`src/rtl/or_gate_arbiter.sv`:
```
// Round-robin arbiter sharing one registered OR datapath (y = a | b) between
// N_REQ valid/ready requesters, with a single-entry valid/ready result stage.
module or_gate_arbiter #(
  parameter  int N_REQ = 4,
  parameter  int OP_W  = 8,
  localparam int ID_W  = (N_REQ > 1) ? $clog2(N_REQ) : 1
) (
  input  logic                  clk,
  input  logic                  rst,
  input  logic [N_REQ-1:0]      req_valid,
  input  logic [N_REQ*OP_W-1:0] req_a,
  input  logic [N_REQ*OP_W-1:0] req_b,
  output logic [N_REQ-1:0]      req_ready,
  output logic                  rsp_valid,
  output logic [OP_W-1:0]       rsp_y,
  output logic [ID_W-1:0]       rsp_id,
  input  logic                  rsp_ready,
  output logic                  busy
);

  logic [ID_W-1:0] ptr_p0;
  logic [ID_W-1:0] win_p0;
  logic [ID_W-1:0] ptr_nxt_p0;
  logic            found_p0;
  logic [OP_W-1:0] or_p0;
  logic            can_accept_p0;

  logic            vld_p1;
  logic [OP_W-1:0] y_p1;
  logic [ID_W-1:0] id_p1;

  assign can_accept_p0 = !vld_p1 || rsp_ready;

  // Stage p0: pick the valid requester closest to ptr in round-robin order.
  always_comb begin
    int best_d;
    int d;
    found_p0  = 1'b0;
    win_p0    = '0;
    or_p0     = '0;
    req_ready = '0;
    best_d    = N_REQ;
    d         = 0;
    if (!rst && can_accept_p0) begin
      for (int i = 0; i < N_REQ; i++) begin
        if (req_valid[i]) begin
          d = (i - int'(ptr_p0) + N_REQ) % N_REQ;
          if (d < best_d) begin
            best_d   = d;
            found_p0 = 1'b1;
            win_p0   = i[ID_W-1:0];
            or_p0    = req_a[i*OP_W +: OP_W] | req_b[i*OP_W +: OP_W];
          end
        end
      end
      for (int i = 0; i < N_REQ; i++) begin
        req_ready[i] = found_p0 && (win_p0 == i[ID_W-1:0]);
      end
    end
  end

  assign ptr_nxt_p0 = (win_p0 == ID_W'(N_REQ - 1)) ? '0 : win_p0 + 1'b1;

  // Stage p1: output register; a grant reloads it even while it drains.
  always_ff @(posedge clk) begin
    if (rst) begin
      vld_p1 <= 1'b0;
      y_p1   <= '0;
      id_p1  <= '0;
      ptr_p0 <= '0;
    end else if (found_p0) begin
      vld_p1 <= 1'b1;
      y_p1   <= or_p0;
      id_p1  <= win_p0;
      ptr_p0 <= ptr_nxt_p0;
    end else if (rsp_ready) begin
      vld_p1 <= 1'b0;
    end
  end

  assign rsp_valid = vld_p1;
  assign rsp_y     = y_p1;
  assign rsp_id    = id_p1;
  assign busy      = vld_p1;

endmodule
```
`config.mk`:
```
export PLATFORM = sky130hd
export DESIGN_NAME = or_gate_arbiter
export DESIGN_NICKNAME = d
export VERILOG_FILES = /design/src/rtl/or_gate_arbiter.sv
export SDC_FILE = /design/constraint.sdc
export NUM_CORES = 1
export LEC_CHECK = 0
export CORE_MARGIN = 2
export CORE_UTILIZATION = 28
export CTS_CLUSTER_DIAMETER = 30
export DETAILED_ROUTE_END_ITERATION = 7
export GPL_TIMING_DRIVEN = 0
export PLACE_DENSITY = 0.77
export SLEW_MARGIN = 20
export SYNTH_ARGS = -nofsm -noshare
export SYNTH_HDL_FRONTEND = slang
export SYNTH_SLANG_ARGS = --single-unit
```
`constraint.sdc`:
```
create_clock -name clk -period 3.1 [get_ports clk]
set_input_delay 0.31 -clock clk [delete_from_list [all_inputs] [get_ports clk]]
set_output_delay 0.31 -clock clk [all_outputs]
set_load 0.05 [all_outputs]
```
==> impl_metrics.yaml, run 1 <==
clocking:
  clk_latency_ns: 0.29
  clk_pin_slew_ns: 0.08
  clockBufferDepth: 2
  numClockSinks: 13
  cts_tree: "built"
  cts_root_buffer: "clkbuf_4"
  hold_buffers: 0
  cts-buffers-inserted: 3
  htree_num_levels: 1
sta:
  slew_headroom: 0.5910
  worst_slack_ns: -0.3349
  drv_slew: 0
  fmax_mhz: 291.1
  period_share: 1.108
  rsz0062_at_grt: "true"
  tns_ns: -1.307
  tightest_slew_ns: 0.6135
  clock_skew_ns: 0.0002751
  period_needed_ns: 3.435
  holdWs_ns: 0.4582
  setup_viol: 4
  finalHoldViolCount: 0
synthesis:
  synth_area_per_cell_um2: 7.753
  yosysUniqueCellTypes: 38
  syn_nets: 200
  yosysSeqAreaShare: 0.2643
  yosysTopAreaCellShare: 0.2643
  netlist_area_um2: 984.7
  synthCells: 127
  async_reset_ff_frac: 0
  synth.yosys.warnings: 0
  yosys.area.top_type: "dfxtp_1"
  synth_edf_count: 0
  synth.most_common_cell: "nor2_1"
  ys_ff_latch: 13
  ys.flop_type: "dfxtp_1"
  synthTopCellsByCount: "nor2_1 (22), dfxtp_1 (13), a31oi_1 (7), o21ai_0 (7)"
  synth_top_cells_by_area: "dfxtp_1 (26%), nor2_1 (8.4%), o221ai_1 (5.3%)"
place:
  port_buffers: 84
  dpl-instance-area_mm2: 0.001947
  place_congestion: 0.7173
  hpwlAfterDp_um: 2859
worst_setup_path:
  r2r-end: "rsp_y[1]$_SDFFE_PP0P_"
  ff2ff_path_depth: 16
  max_stage_delay_ns: 0.36
  critPathArrivalTime_ns: 3.12
  worstPathMaxFanout: 3
  rrSetupSlack_ns: 0.02
  crit_path_top_delay_cell: "dfxtp_4"
  critPathKind: "register to output port"
  startpoint: "ptr_p0[1]$_SDFFE_PP0P_"
  crit_family: "compound AO/OA/AOI/OAI gates"
  required_ns: 2.79
  crit_chain: "and2b_2 -> a32oi_4 -> ha_4 -> o22ai_4 -> o21ai_4 -> nand2_1 -> o21ai_1 -> ha_1 -> o32ai_4 -> a31o_1 -> o221ai_4 -> buf_6 -> nand2_8 -> nor2_4 -> buf_8"
  critPathCaptureType: "output port"
  setup.worst_path.start_class: "register"
  reg2reg_from: "ptr_p0[1]$_SDFFE_PP0P_"
  cp_num_buf_inv: 2
power:
  vdd_drop_max_uv: 264.6
  p_leak_nw: 0.8049
  p_per_area_mw_per_mm2: 464.9
run_status:
  status: "complete, but fails checks"
  violations: "negative setup slack"
final_layout:
  fin_nets: 301
  num_antenna_cells: 0
  syn_to_final_growth_pct: 122.2
  utilization: 0.6507
  drive_gt1_frac: 0.2070
  fin_area_mm2: 0.002188
min_path:
  hold_path.class: "input pin to register"
  hold_start: "req_valid[0]"
  hold-path-cell-count: 4
  holdPathEnd: "busy$_SDFFE_PP0P_"
route:
  dr.pass1.iters: 5
  wl_per_cell_um: 14.60
  wl_um: 3986
  vias: 1397
  dr.first_iter.drc_count: 48
  drc: 0
  via_per_inst: 5.117
  drt.antenna.violating_nets: 0
floorplanning:
  ioPinCount: 87
  initial_core_util: 0.2928
  core-area_mm2: 0.003363
  die_h_um: 63.30
  num_rows: 21
  dieArea_mm2: 0.004007
  die_x_um: 63.30
global_routing:
  grt_start_max_net_pins: 11
  gr-total-overflow: 0
  grt_antenna_before_repair: 0
  grt_usage: 0.2049
  grt_pass1_vias: 1376
  grt_pass1_wl_um: 6451
job:
  drv_cap: 0
cell families (layout without fill, tap and decap cells):
group | Yosys count | after routing | synth area share
AOI/OAI and AO/OA | 53 | 53 | 0.4155
xor gates and xnor gates | 1 | 1 | 0.008896
adders and majority gates | 2 | 2 | 0.02541
buffers and inverters | 14 | 114 | 0.07370
DFF | 13 | 13 | 0.2643
muxes | 1 | 1 | 0.01017
and+or+nand+nor | 43 | 43 | 0.2020
layout by cell type, fill, tap and decap left out, types with 2 or more instances in the layout:
| master | n |
|---|---|
| a21oi_1 | 2 |
| a31oi_1 | 7 |
| a32o_1 | 2 |
| buf_4 | 14 |
| buf_6 | 4 |
| buf_8 | 4 |
| clkbuf_1 | 3 |
| clkbuf_4 | 3 |
| clkdlybuf4s50_1 | 80 |
| dfxtp_1 | 11 |
| inv_1 | 4 |
| nand2_1 | 3 |
| nand2b_1 | 2 |
| nor2_1 | 19 |
| nor2_4 | 3 |
| nor2b_1 | 3 |
| nor3_1 | 4 |
| o21ai_0 | 6 |
| o21ai_1 | 5 |
| o21bai_1 | 6 |
| o221a_1 | 2 |
| o221ai_1 | 6 |
| o311ai_1 | 4 |
| or3_1 | 3 |
flip-flops by register name, summed over array words and instances, names as in the netlist:
name,flops
rsp_id,2
busy,1
ptr_p0,2
rsp_y,8
report_power, final:
part	internal (W)	leakage, nW	switching, W
clock	0.0000501	0.0150	0.0000589
sequential	0.000195	0.109	0.0000196
combinational	0.000346	0.681	0.000348
total	0.000591	0.805	0.000426
final cells by class:
type | instances | area [um2]
Fill cell | 320 | 1175
Timing Repair Buffer | 98 | 969.7
Multi-Input combinational cell | 100 | 794.5
Sequential cell | 13 | 265.3
Tap cell | 46 | 57.56
Buffer | 7 | 53.80
Clock buffer | 4 | 26.28
Inverter | 5 | 21.27
per-layer routing:
metal	global-route usage	part of all wire	up-vias
li1	-	-	692
met1	0.2245	0.39	632
met2	0.3723	0.51	65
met3	0.07143	0.083	8
met4	0.05707	0.018	0
met5	0	0	-
metrics by stage:
stage / instances / worst slack, ns / power [W]
after floorplan: 127 / -0.2187 / 0.0005712
after global placement: 257 / -1.254 / 0.0007654
after detailed placement: 257 / -1.280 / 0.0007720
after CTS: 271 / -0.3785 / 0.0009638
after global routing: 273 / -0.4838 / 0.001081
final: 273 / -0.3349 / 0.001017
worst reg2reg max path, delay by kind of cell, from the launching register on:
kind                       cells  cell delay, ns
AOI/OAI and AO/OA              9            1.36
adders and majority gates      2            0.59
buffers and inverters          3            0.39
DFF                            1            0.36
and+or+nand+nor                2            0.31
timing repair:
| action | in CTS | in global routing |
|---|---|---|
| resized for setup | 42 | 10 |
| endpoints found under the hold margin | 0 | 0 |
| pin swaps | 11 | 11 |
| setup endpoints to repair | 16 | 16 |
| buffers inserted | 11 | 4 |
worst max-delay path by stage:
stage                               to  slack, ns  cells past startpoint
after CTS                 req_ready[2]      -0.38                     16
final                     req_ready[1]      -0.33                     15
after global routing      req_ready[1]      -0.48                     15
after detailed placement  req_ready[2]      -1.28                     17
after floorplan           req_ready[3]      -0.22                     17
after global placement    req_ready[0]      -1.25                     16
Note: power is estimated with default switching activity, not from simulation.
==> run 2, diff against run 1 <==
Settings changed: ABC_CLOCK_PERIOD_IN_PS set to 3100, CELL_PAD_IN_SITES_DETAIL_PLACEMENT set to 1, CELL_PAD_IN_SITES_GLOBAL_PLACEMENT set to 1, CORE_UTILIZATION 28 to 18.
==> run 2 against run 1 <==
The flow still finishes with violations (negative setup slack). Final cell count grew 8.8%. Worst setup slack got worse by 0.0070 ns. Sequential cell count is the same. First-iteration DRC count decreased by 35%.
==> impl_metrics.yaml, run 2 (synthesis results as in run 1) <==
run_status:
  status: "complete, but fails checks"
  violations: "negative setup slack"
power:
  p_leak_nw: 0.8160
  vdd_drop_max_uv: 192.5
  p_per_area_mw_per_mm2: 483.0
route:
  dr.first_iter.drc_count: 31
  via_per_inst: 4.721
  drc: 0
  wl_per_cell_um: 15.65
  dr.pass1.iters: 4
  drt.antenna.violating_nets: 0
  wl_um: 4647
  vias: 1402
place:
  place_congestion: 0.7669
  hpwlAfterDp_um: 3431
  port_buffers: 84
worst_setup_path:
  critPathKind: "register to output port"
  setup.worst_path.start_class: "register"
  crit_chain: "and2b_2 -> a32oi_4 -> ha_4 -> o22ai_4 -> o21ai_4 -> nand2_1 -> o21ai_1 -> ha_1 -> o32ai_4 -> a31o_1 -> o221ai_4 -> buf_8 -> nand2_8 -> nor2_4 -> buf_8"
  worstPathMaxFanout: 4
  path_common_cell: "buf_8"
  max_stage_delay_ns: 0.35
  critPathCaptureType: "output port"
  required_ns: 2.79
  critPathArrivalTime_ns: 3.13
  crit_path_top_delay_cell: "dfxtp_4"
sta:
  finalHoldViolCount: 0
  drv_slew: 0
  tns_ns: -1.592
  period_needed_ns: 3.442
  worst_slack_ns: -0.3418
  rsz0062_at_grt: "true"
  setup_viol: 9
  fmax_mhz: 290.5
  slew_headroom: 0.6037
  period_share: 1.110
  tightest_slew_ns: 0.5944
  clock_skew_ns: 0.003157
final_layout:
  utilization: 0.4332
  num_antenna_cells: 0
  syn_to_final_growth_pct: 129.0
  largest_register_ff_count: 8
  register_area_um2: 267.8
  drive_gt1_frac: 0.2026
  fillers: 630
  multi_input_area_um2: 794.5
  fin_nets: 301
  final_common_cell: "clkdlybuf4s50_1"
  final_cell_mix: "clkdlybuf4s50_1 (80), nor2_1 (19), buf_4 (11), dfxtp_1 (11), a31oi_1 (7)"
floorplanning:
  die_h_um: 77.96
  num_rows: 26
  die_x_um: 77.96
  ioPinCount: 87
  initial_core_util: 0.1892
  core-area_mm2: 0.005205
  dieArea_mm2: 0.006078
global_routing:
  grt_start_max_net_pins: 11
  grt_antenna_before_repair: 0
  grt.met2_usage: 0.2931
  gr-usage-met3: 0.04884
  grt_busiest_layer: "met2"
  grt_pass1_wl_um: 7417
  grt_use_met1: 0.1756
  gr-total-overflow: 0
  grt_pass1_vias: 1511
  grt_usage: 0.1561
job:
  drv_cap: 0
clocking:
  cts_root_buffer: "clkbuf_8"
  cts-buffers-inserted: 3
  htree_num_levels: 1
  clk_latency_ns: 0.24
  clk_pin_slew_ns: 0.06
  numClockSinks: 13
  clockBufferDepth: 2
  cts_tree: "built"
  hold_buffers: 0
min_path:
  hold_path.class: "register to register"
[run 2: changes by cell type in the layout (fill, tap and decap cells not counted), moves of 2 or more]
cell	before	now
buf_4	14	11
buf_6	4	6
clkbuf_4	3	0
clkbuf_8	0	3
[run 2: layout make-up]
| class | instances | share of cell area |
|---|---|---|
| buffer | 7 | 0.02553 |
| clock buffer | 4 | 0.01998 |
| inverter | 5 | 0.009434 |
| multi-input combinational | 100 | 0.3524 |
| sequential | 13 | 0.1188 |
| tap | 70 | 0.03885 |
| timing repair buffer | 98 | 0.4351 |
[run 2: worst max-delay path, delay by kind of cell (launching register included)]
family,cells,cell delay (ns)
AOI/OAI and AO/OA,7,1.13
adders and majority gates,2,0.60
and+or+nand+nor,4,0.50
buffers and inverters,2,0.31
DFF,1,0.35
[run 2: path summary, 6_finish.rpt]
path | start | endpoint | slack, ns | cells past startpoint
worst max-delay path | ptr_p0[1]$_SDFFE_PP0P_ | req_ready[0] | -0.34 | 15
worst min-delay path | rsp_y[7]$_SDFFE_PP0P_ | rsp_y[7]$_SDFFE_PP0P_ | 0.46 | 2
worst max register to register | ptr_p0[1]$_SDFFE_PP0P_ | rsp_y[2]$_SDFFE_PP0P_ | -0.10 | 17
worst min register to register | rsp_y[7]$_SDFFE_PP0P_ | rsp_y[7]$_SDFFE_PP0P_ | 0.46 | 2
[run 2: per-layer routing]
metal | wire, um | vias up
met5 | 0 | -
met3 | 267 | 2
met1 | 1855 | 666
met4 | 8 | 0
met2 | 2515 | 44
li1 | - | 690
[run 2: stage by stage]
step	hold WS, ns	setup WS, ns	area, um2	instances	power [W]
2_1_floorplan	0.3717	-0.2187	1049	127	0.0005712
3_3_place_gp	0.4405	-1.345	1977	281	0.0007757
3_5_place_dp	0.4487	-1.401	1977	281	0.0007867
4_1_cts	0.4585	-0.3857	2153	293	0.001034
5_1_grt	0.4760	-0.4681	2255	297	0.001153
6_report	0.4559	-0.3418	2255	297	0.001089
[run 2: power breakdown]
| part | switching, W | leakage [nW] | internal [W] | total, W |
|---|---|---|---|---|
| Clock | 0.0000656 | 0.0228 | 0.0000909 | 0.000157 |
| Combinational | 0.000364 | 0.684 | 0.000356 | 0.000720 |
| Sequential | 0.0000169 | 0.110 | 0.000196 | 0.000213 |
[run 2: timing repair]
item | in CTS | in global routing
buffers inserted | 9 | 5
setup endpoints to repair | 16 | 15
pin swaps | 8 | 10
resized for setup | 42 | 14
==> run 3, diff against run 2 <==
Settings changed: CTS_CLUSTER_DIAMETER 30 to 80.
==> results of run 3 <==
Final layout, timing and power as in run 2 (identical DEF).
